[src/rtl/ah_snoop_dedup_push_pkg.sv]
//------------------------------------------------------------------------------
// Module   : ah_snoop_pkg
// Purpose  : Shared widths, tag type and FSM state encoding for the
//            snoopable-FIFO write-side front end (ah_snoop_dedup_push).
// Revision : 1.0 - initial release
//------------------------------------------------------------------------------
`default_nettype none

package ah_snoop_pkg;

  localparam int AH_DATA_W = 32;
  localparam int AH_TAG_W  = 22;

  typedef logic [AH_TAG_W-1:0] tag_t;

  typedef enum logic [2:0] {
    ST_IDLE  = 3'd0,
    ST_SNOOP = 3'd1,
    ST_HOLD  = 3'd2,
    ST_PUSH  = 3'd3,
    ST_DROP  = 3'd4
  } state_e;

  // Snoop tag carried in the low bits of a request payload.
  function automatic tag_t tag_of(input logic [AH_DATA_W-1:0] data);
    return data[AH_TAG_W-1:0];
  endfunction

endpackage

`default_nettype wire

[src/rtl/ah_snoop_dedup_push_if.sv]
//------------------------------------------------------------------------------
// Module   : ah_snoop_dedup_push_if
// Purpose  : Bundles the upstream request handshake, the FIFO snoop compare
//            and the FIFO push handshake of ah_snoop_dedup_push.
//            slave  = the dedup front end
//            master = its environment (upstream source + FIFO)
// Revision : 1.0 - initial release
//------------------------------------------------------------------------------
`default_nettype none

interface ah_snoop_dedup_push_if
  import ah_snoop_pkg::*;
#(
  parameter int DATA_W = AH_DATA_W,
  parameter int TAG_W  = AH_TAG_W
);

  logic              in_valid;
  logic              in_ready;
  logic [DATA_W-1:0] in_data;
  logic              dup_mode;
  logic [TAG_W-1:0]  snoop_data;
  logic              snoop_match;
  logic              fifo_wr_valid;
  logic              fifo_wr_ready;
  logic [DATA_W-1:0] fifo_wr_data;

  modport slave (
    input  in_valid, in_data, dup_mode, snoop_match, fifo_wr_ready,
    output in_ready, snoop_data, fifo_wr_valid, fifo_wr_data
  );

  modport master (
    output in_valid, in_data, dup_mode, snoop_match, fifo_wr_ready,
    input  in_ready, snoop_data, fifo_wr_valid, fifo_wr_data
  );

endinterface

`default_nettype wire

[src/rtl/ah_snoop_dedup_push_sat_counter.sv]
//------------------------------------------------------------------------------
// Module   : ah_sat_counter
// Purpose  : CNT_W-bit up counter with synchronous clear that sticks at its
//            all-ones value instead of wrapping. Only built when
//            AH_SNOOP_DROP_CNT_EN is defined.
// Revision : 1.0 - initial release
//------------------------------------------------------------------------------
`default_nettype none

`ifdef AH_SNOOP_DROP_CNT_EN
module ah_sat_counter #(
  parameter int CNT_W = 16
) (
  input  wire logic             clk,
  input  wire logic             rst,
  input  wire logic             clr_i,
  input  wire logic             inc_i,
  output logic [CNT_W-1:0]      cnt_o
);

  logic [CNT_W-1:0] cnt_q;
  logic [CNT_W-1:0] cnt_d;

  // Next count: clear wins, increment only while below the ceiling.
  always_comb begin
    cnt_d = cnt_q;
    if (clr_i) begin
      cnt_d = '0;
    end else if (inc_i && (cnt_q != {CNT_W{1'b1}})) begin
      cnt_d = cnt_q + CNT_W'(1);
    end
  end

  // Count register, cleared asynchronously.
  always_ff @(posedge clk or posedge rst) begin
    if (rst) begin
      cnt_q <= '0;
    end else begin
      cnt_q <= cnt_d;
    end
  end

  assign cnt_o = cnt_q;

endmodule
`endif

`default_nettype wire

[src/rtl/ah_snoop_dedup_push.sv]
//------------------------------------------------------------------------------
// Module   : ah_snoop_dedup_push
// Purpose  : Write-side front end of the snoopable FIFO. Captures one upstream
//            request, snoops the FIFO with its tag, then pushes it, drops it
//            (dup_mode=0) or holds it until the tag is gone (dup_mode=1).
//            A one-entry last-pushed-tag guard covers the cycle in which a
//            freshly pushed entry is not yet visible to the FIFO comparator.
// Options  : AH_SNOOP_DROP_CNT_EN - enables the saturating drop counter;
//            without it drop_cnt is tied to zero.
// Revision : 1.0 - initial release
//------------------------------------------------------------------------------
`default_nettype none

module ah_snoop_dedup_push
  import ah_snoop_pkg::*;
#(
  parameter int DATA_W = AH_DATA_W,
  parameter int TAG_W  = AH_TAG_W,
  parameter int CNT_W  = 16
) (
  input  wire logic              clk,
  input  wire logic              rstn,
  ah_snoop_dedup_push_if.slave   bus,
  output logic                   drop_pulse,
  output logic [CNT_W-1:0]       drop_cnt
);

  state_e            state_q, state_d;
  logic [DATA_W-1:0] req_q, req_d;
  logic              mode_q, mode_d;
  logic [TAG_W-1:0]  last_tag_q, last_tag_d;
  logic              last_vld_q, last_vld_d;

  logic [TAG_W-1:0]  req_tag;
  logic              hit;
  logic              in_ready;
  logic [TAG_W-1:0]  snoop_data;
  logic              wr_valid;
  logic [DATA_W-1:0] wr_data;
  logic              drop;

  assign req_tag = req_q[TAG_W-1:0];

  // Duplicate if the FIFO reports it or it equals the entry just pushed.
  assign hit = bus.snoop_match | (last_vld_q & (last_tag_q == req_tag));

  // Next-state and output decode; every target defaults first.
  always_comb begin
    state_d    = state_q;
    req_d      = req_q;
    mode_d     = mode_q;
    last_tag_d = last_tag_q;
    // The guard lives for one IDLE cycle; it is carried into SNOOP only
    // when a request is captured in that very cycle.
    last_vld_d = 1'b0;
    in_ready   = 1'b0;
    snoop_data = '0;
    wr_valid   = 1'b0;
    wr_data    = '0;
    drop       = 1'b0;

    case (state_q)
      ST_IDLE: begin
        in_ready = 1'b1;
        if (bus.in_valid) begin
          req_d      = bus.in_data;
          mode_d     = bus.dup_mode;
          last_vld_d = last_vld_q;
          state_d    = ST_SNOOP;
        end
      end
      ST_SNOOP: begin
        snoop_data = req_tag;
        if (!hit) begin
          state_d = ST_PUSH;
        end else if (!mode_q) begin
          state_d = ST_DROP;
        end else begin
          state_d = ST_HOLD;
        end
      end
      ST_HOLD: begin
        snoop_data = req_tag;
        if (!hit) begin
          state_d = ST_PUSH;
        end
      end
      ST_PUSH: begin
        wr_valid = 1'b1;
        wr_data  = req_q;
        if (bus.fifo_wr_ready) begin
          last_tag_d = req_tag;
          last_vld_d = 1'b1;
          state_d    = ST_IDLE;
        end
      end
      ST_DROP: begin
        drop    = 1'b1;
        state_d = ST_IDLE;
      end
      default: begin
        state_d = ST_IDLE;
      end
    endcase
  end

  // State, captured request and last-pushed-tag guard registers.
  always_ff @(posedge clk or posedge rstn) begin
    if (rstn) begin
      state_q    <= ST_IDLE;
      req_q      <= '0;
      mode_q     <= 1'b0;
      last_tag_q <= '0;
      last_vld_q <= 1'b0;
    end else begin
      state_q    <= state_d;
      req_q      <= req_d;
      mode_q     <= mode_d;
      last_tag_q <= last_tag_d;
      last_vld_q <= last_vld_d;
    end
  end

  assign bus.in_ready      = in_ready;
  assign bus.snoop_data    = snoop_data;
  assign bus.fifo_wr_valid = wr_valid;
  assign bus.fifo_wr_data  = wr_data;
  assign drop_pulse        = drop;

`ifdef AH_SNOOP_DROP_CNT_EN
  ah_sat_counter #(
    .CNT_W (CNT_W)
  ) u_drop_cnt (
    .clk   (clk),
    .rst   (rstn),
    .clr_i (1'b0),
    .inc_i (drop),
    .cnt_o (drop_cnt)
  );
`else
  assign drop_cnt = '0;
`endif

endmodule

`default_nettype wire

[src/flat_wrapper.sv]
// flat-port wrapper written by rule: the top's interface ports become plain ports
module ah_snoop_dedup_push_flat import ah_snoop_pkg::*;
#(
  parameter int DATA_W = AH_DATA_W,
  parameter int TAG_W  = AH_TAG_W,
  parameter int CNT_W  = 16
)
  (clk, rstn, drop_pulse, drop_cnt, bus_in_valid, bus_in_data, bus_dup_mode, bus_snoop_match, bus_fifo_wr_ready, bus_in_ready, bus_snoop_data, bus_fifo_wr_valid, bus_fifo_wr_data);
  ah_snoop_dedup_push_if #(.DATA_W(DATA_W), .TAG_W(TAG_W)) bus_i ();
  input  wire logic clk;
  input  wire logic rstn;
  output logic drop_pulse;
  output logic [CNT_W-1:0] drop_cnt;
  input wire logic [$bits(bus_i.in_valid)-1:0] bus_in_valid;
  input wire logic [$bits(bus_i.in_data)-1:0] bus_in_data;
  input wire logic [$bits(bus_i.dup_mode)-1:0] bus_dup_mode;
  input wire logic [$bits(bus_i.snoop_match)-1:0] bus_snoop_match;
  input wire logic [$bits(bus_i.fifo_wr_ready)-1:0] bus_fifo_wr_ready;
  output wire logic [$bits(bus_i.in_ready)-1:0] bus_in_ready;
  output wire logic [$bits(bus_i.snoop_data)-1:0] bus_snoop_data;
  output wire logic [$bits(bus_i.fifo_wr_valid)-1:0] bus_fifo_wr_valid;
  output wire logic [$bits(bus_i.fifo_wr_data)-1:0] bus_fifo_wr_data;
  assign bus_i.in_valid = bus_in_valid;
  assign bus_i.in_data = bus_in_data;
  assign bus_i.dup_mode = bus_dup_mode;
  assign bus_i.snoop_match = bus_snoop_match;
  assign bus_i.fifo_wr_ready = bus_fifo_wr_ready;
  assign bus_in_ready = bus_i.in_ready;
  assign bus_snoop_data = bus_i.snoop_data;
  assign bus_fifo_wr_valid = bus_i.fifo_wr_valid;
  assign bus_fifo_wr_data = bus_i.fifo_wr_data;
  ah_snoop_dedup_push #(.DATA_W(DATA_W), .TAG_W(TAG_W), .CNT_W(CNT_W)) u_core (.clk(clk), .rstn(rstn), .bus(bus_i), .drop_pulse(drop_pulse), .drop_cnt(drop_cnt));
endmodule
[config.mk]
export PLATFORM = sky130hd
export DESIGN_NAME = ah_snoop_dedup_push_flat
export DESIGN_NICKNAME = d
export VERILOG_FILES = /design/src/rtl/ah_snoop_dedup_push_pkg.sv /design/src/rtl/ah_snoop_dedup_push_if.sv /design/src/rtl/ah_snoop_dedup_push_sat_counter.sv /design/src/rtl/ah_snoop_dedup_push.sv /design/src/flat_wrapper.sv
export SDC_FILE = /design/constraint.sdc
export NUM_CORES = 1
export LEC_CHECK = 0
export BUFFER_PORTS_ARGS = -buffer_cell sky130_fd_sc_hd__clkbuf_2
export CAP_MARGIN = 40
export CORE_UTILIZATION = 40
export CTS_CLUSTER_SIZE = 30
export DETAILED_ROUTE_END_ITERATION = 10
export GPL_TIMING_DRIVEN = 0
export PLACE_DENSITY_LB_ADDON = 0.2
export SYNTH_ARGS = -nofsm -noshare
export SYNTH_HDL_FRONTEND = slang
export SYNTH_SLANG_ARGS = --single-unit
export TNS_END_PERCENT = 10
[constraint.sdc]
create_clock -name clk -period 3.7 [get_ports clk]
set_clock_uncertainty 0.2 [all_clocks]
set_input_delay 0.74 -clock clk [delete_from_list [all_inputs] [get_ports clk]]
set_output_delay 0.74 -clock clk [all_outputs]
set_load 0.02 [all_outputs]
==> flow_summary.ini <==
[floorplan]
die_h_microns = 92.63
dieArea_sq_um = 8580
core-area_sq_um = 7848
initial_utilization = 0.4187
rows = 32
ios = 111
die_w_microns = 92.63

[layout]
antennaDiodeCount = 0
final_cell_area_sq_um = 4175
fillCellCount = 738
fin_nets = 423
regArea_sq_um = 1476
fin_util = 0.5320
drive_gt1_frac = 0.5013
multi_input_area_sq_um = 1582
layoutNonFillerInstCount = 491
syn_to_final_growth_pct = 27.08

[clocking]
h-tree-depth = 3
ctsResizeCount = 0
cts_num_sinks = 59
cts_buffer_depth = 2
insertion_delay_ns = 0.34
clkTransAtPathRegs_ns = 0.06
root_buffer = clkbuf_8
cts.hold.buffers_added = 0
cts_buffers = 9
cts_tree = built
post-cts-setup-buffers = 0

[global_routing]
grt_pass1_wl_microns = 11320
grt_pass1_vias = 2265
overflow = 0
grt_use_total = 0.1737
grt_max_degree = 40
grt_antenna_before_repair = 0

[sta]
min_period_over_period = 0.7953
report.final.setup_viol = 0
fin_setup_tns_ns = 0
worst_pin_slew_ns = 0.7043
drv_slew = 0
layout_setup_ws_ns = 0.7574
timing.fmax_mhz = 339.8
relSlewSlack = 0.5262
final.min_clock_period_ns = 2.943
hold_viol_final = 0
rsz0062_at_grt = no

[drt]
ant_nets = 0
drcViolationCount = 0
drtIter0Drc = 57
routedWlPerCell_microns = 13.93
drt_wl_total_microns = 6840
dr.pass1.iters = 4
vias = 2243
avgViaCountPerCell = 4.568

[placed_design]
dpl.hpwl_microns = 4949
postPlaceCellArea_sq_um = 3960
gp_congestion = 0.7635
io_buffers = 94
dp_cells = 476
pre_cts_ws_ns = 1.111

[critical_path]
cp-end-kind = output port
worstPathArrival_ns = 2.00
cp_max_fo = 10
required_ns = 2.76
cp-start-kind = register
r2r_slack_ns = 1.67
crit_type = reg -> out

[yosys]
yosys_warnings = 0
ys_async_sr_fraction = 1.000
synthCells = 264
synth_seq_cells = 59
netlist_area_sq_um = 3286
synth_flop_cell = dfrtp_1
synthDistinctLibCells = 38
yosysSeqAreaShare = 0.4494
syn_avg_cell_area_sq_um = 12.45
synth-edff-count = 0

[run_status]
outcome = finished, final reports clean

[run]
drv_cap = 0

[pwr]
p_per_area_nw_per_um2 = 1000
ir_drop_mv = 0.4233
leakagePower_nw = 2.105

[hold_path]
hold_path_class = in -> async
-- worst max-delay path, stage by stage, from the launching register on --
cell and delay (ns):
dfrtp_1 0.42, buf_6 0.16, xnor2_1 0.16, nor2_1 0.16
clkbuf_1 0.41, and2_1 0.20, clkbuf_2 0.16
-- layout by cell type (no fill, tap or decap), types with 2 or more instances in the layout --
cell type and n:
nor3_1 5, xor2_1 2, buf_6 4, xnor2_1 19, dfrtp_1 59, nand2_1 7
buf_4 16, nand4_1 3, mux2_4 30, nor2b_1 2, inv_1 3, clkbuf_1 5
clkbuf_2 94, nor4_1 2, clkbuf_8 10, buf_12 5, bufinv_16 2, nand2_4 2
nor2_1 3, o21ai_0 2, a21o_1 2, nand2b_1 2, conb_1 16, and2_1 51
mux2_2 23, clkinv_2 2
-- logic make-up after synthesis --
group	Yosys count	share of synthesized area
AO/OA/AOI/OAI	11	0.02552
XOR/XNOR	21	0.05598
buffers and inverters	34	0.08644
flip-flops	59	0.4494
multiplexers	54	0.2190
other	1	0.001141
AND/OR/NAND/NOR	84	0.1626
-- metal layers --
| metal | part of all wire | vias up | track usage |
|---|---|---|---|
| li1 | - | 1093 | - |
| met5 | 0 | - | 0 |
| met3 | 0.046 | 7 | 0.03777 |
| met2 | 0.50 | 64 | 0.2920 |
| met1 | 0.44 | 1079 | 0.2225 |
| met4 | 0.011 | 0 | 0.05641 |
-- sequential cells by signal, indices dropped and copies added, names as in the netlist --
name and cells:
u_core.state_q 3, u_core.mode_q 1, u_core.req_q 32, u_core.last_tag_q 22
u_core.last_vld_q 1
-- Yosys cell counts (2+ instances only) --
master | n | area share
nand2_4 | 2 | 0.0069
nand2_1 | 7 | 0.0080
buf_4 | 16 | 0.037
nand4_1 | 3 | 0.0057
buf_12 | 4 | 0.024
a21o_1 | 2 | 0.0046
xnor2_1 | 19 | 0.051
clkbuf_1 | 5 | 0.0057
and2_1 | 51 | 0.097
nor3_1 | 5 | 0.0076
nand2b_1 | 2 | 0.0038
inv_1 | 4 | 0.0046
nor4_1 | 2 | 0.0038
nor2b_1 | 2 | 0.0038
mux2_2 | 23 | 0.079
buf_6 | 4 | 0.014
nor2_1 | 3 | 0.0034
mux2_4 | 30 | 0.14
dfrtp_1 | 59 | 0.45
o21ai_0 | 2 | 0.0030
xor2_1 | 2 | 0.0053
-- final timing paths --
| kind | from | to | cells after the start |
|---|---|---|---|
| hold reg to reg | u_core.last_vld_q | u_core.last_vld_q | 2 |
| min in group clk | u_core.last_vld_q | u_core.last_vld_q | 2 |
| setup / recovery | u_core.state_q[1] | bus_snoop_data[20] | 6 |
| hold / removal | rstn | u_core.req_q[21] | 2 |
| setup reg to reg | u_core.req_q[13] | u_core.state_q[1] | 4 |
| max in group asynchronous | rstn | u_core.req_q[2] | 3 |
-- per-stage QoR --
stage          hold slack (ns)  power (mW)
6_report                0.2033       4.177
5_1_grt                 0.2446       4.479
4_1_cts                 0.2181       4.229
3_5_place_dp            0.2716       3.565
3_3_place_gp            0.2599       3.517
2_1_floorplan           0.2448       2.939
-- final cells by class --
cell class,count,area share
inverter,4,0.003596
tap,102,0.03057
buffer,30,0.06443
clock inverter,5,0.01858
timing repair buffer,95,0.1175
multi-input combinational,186,0.3788
sequential,59,0.3536
clock buffer,10,0.03296
-- power breakdown --
part / switching [mW] / internal (mW) / leakage [nW]
logic: 1.15 / 1.11 / 1.29
registers: 0.295 / 0.975 / 0.706
clock network: 0.257 / 0.391 / 0.108
Power figures use the tool's default switching activity.
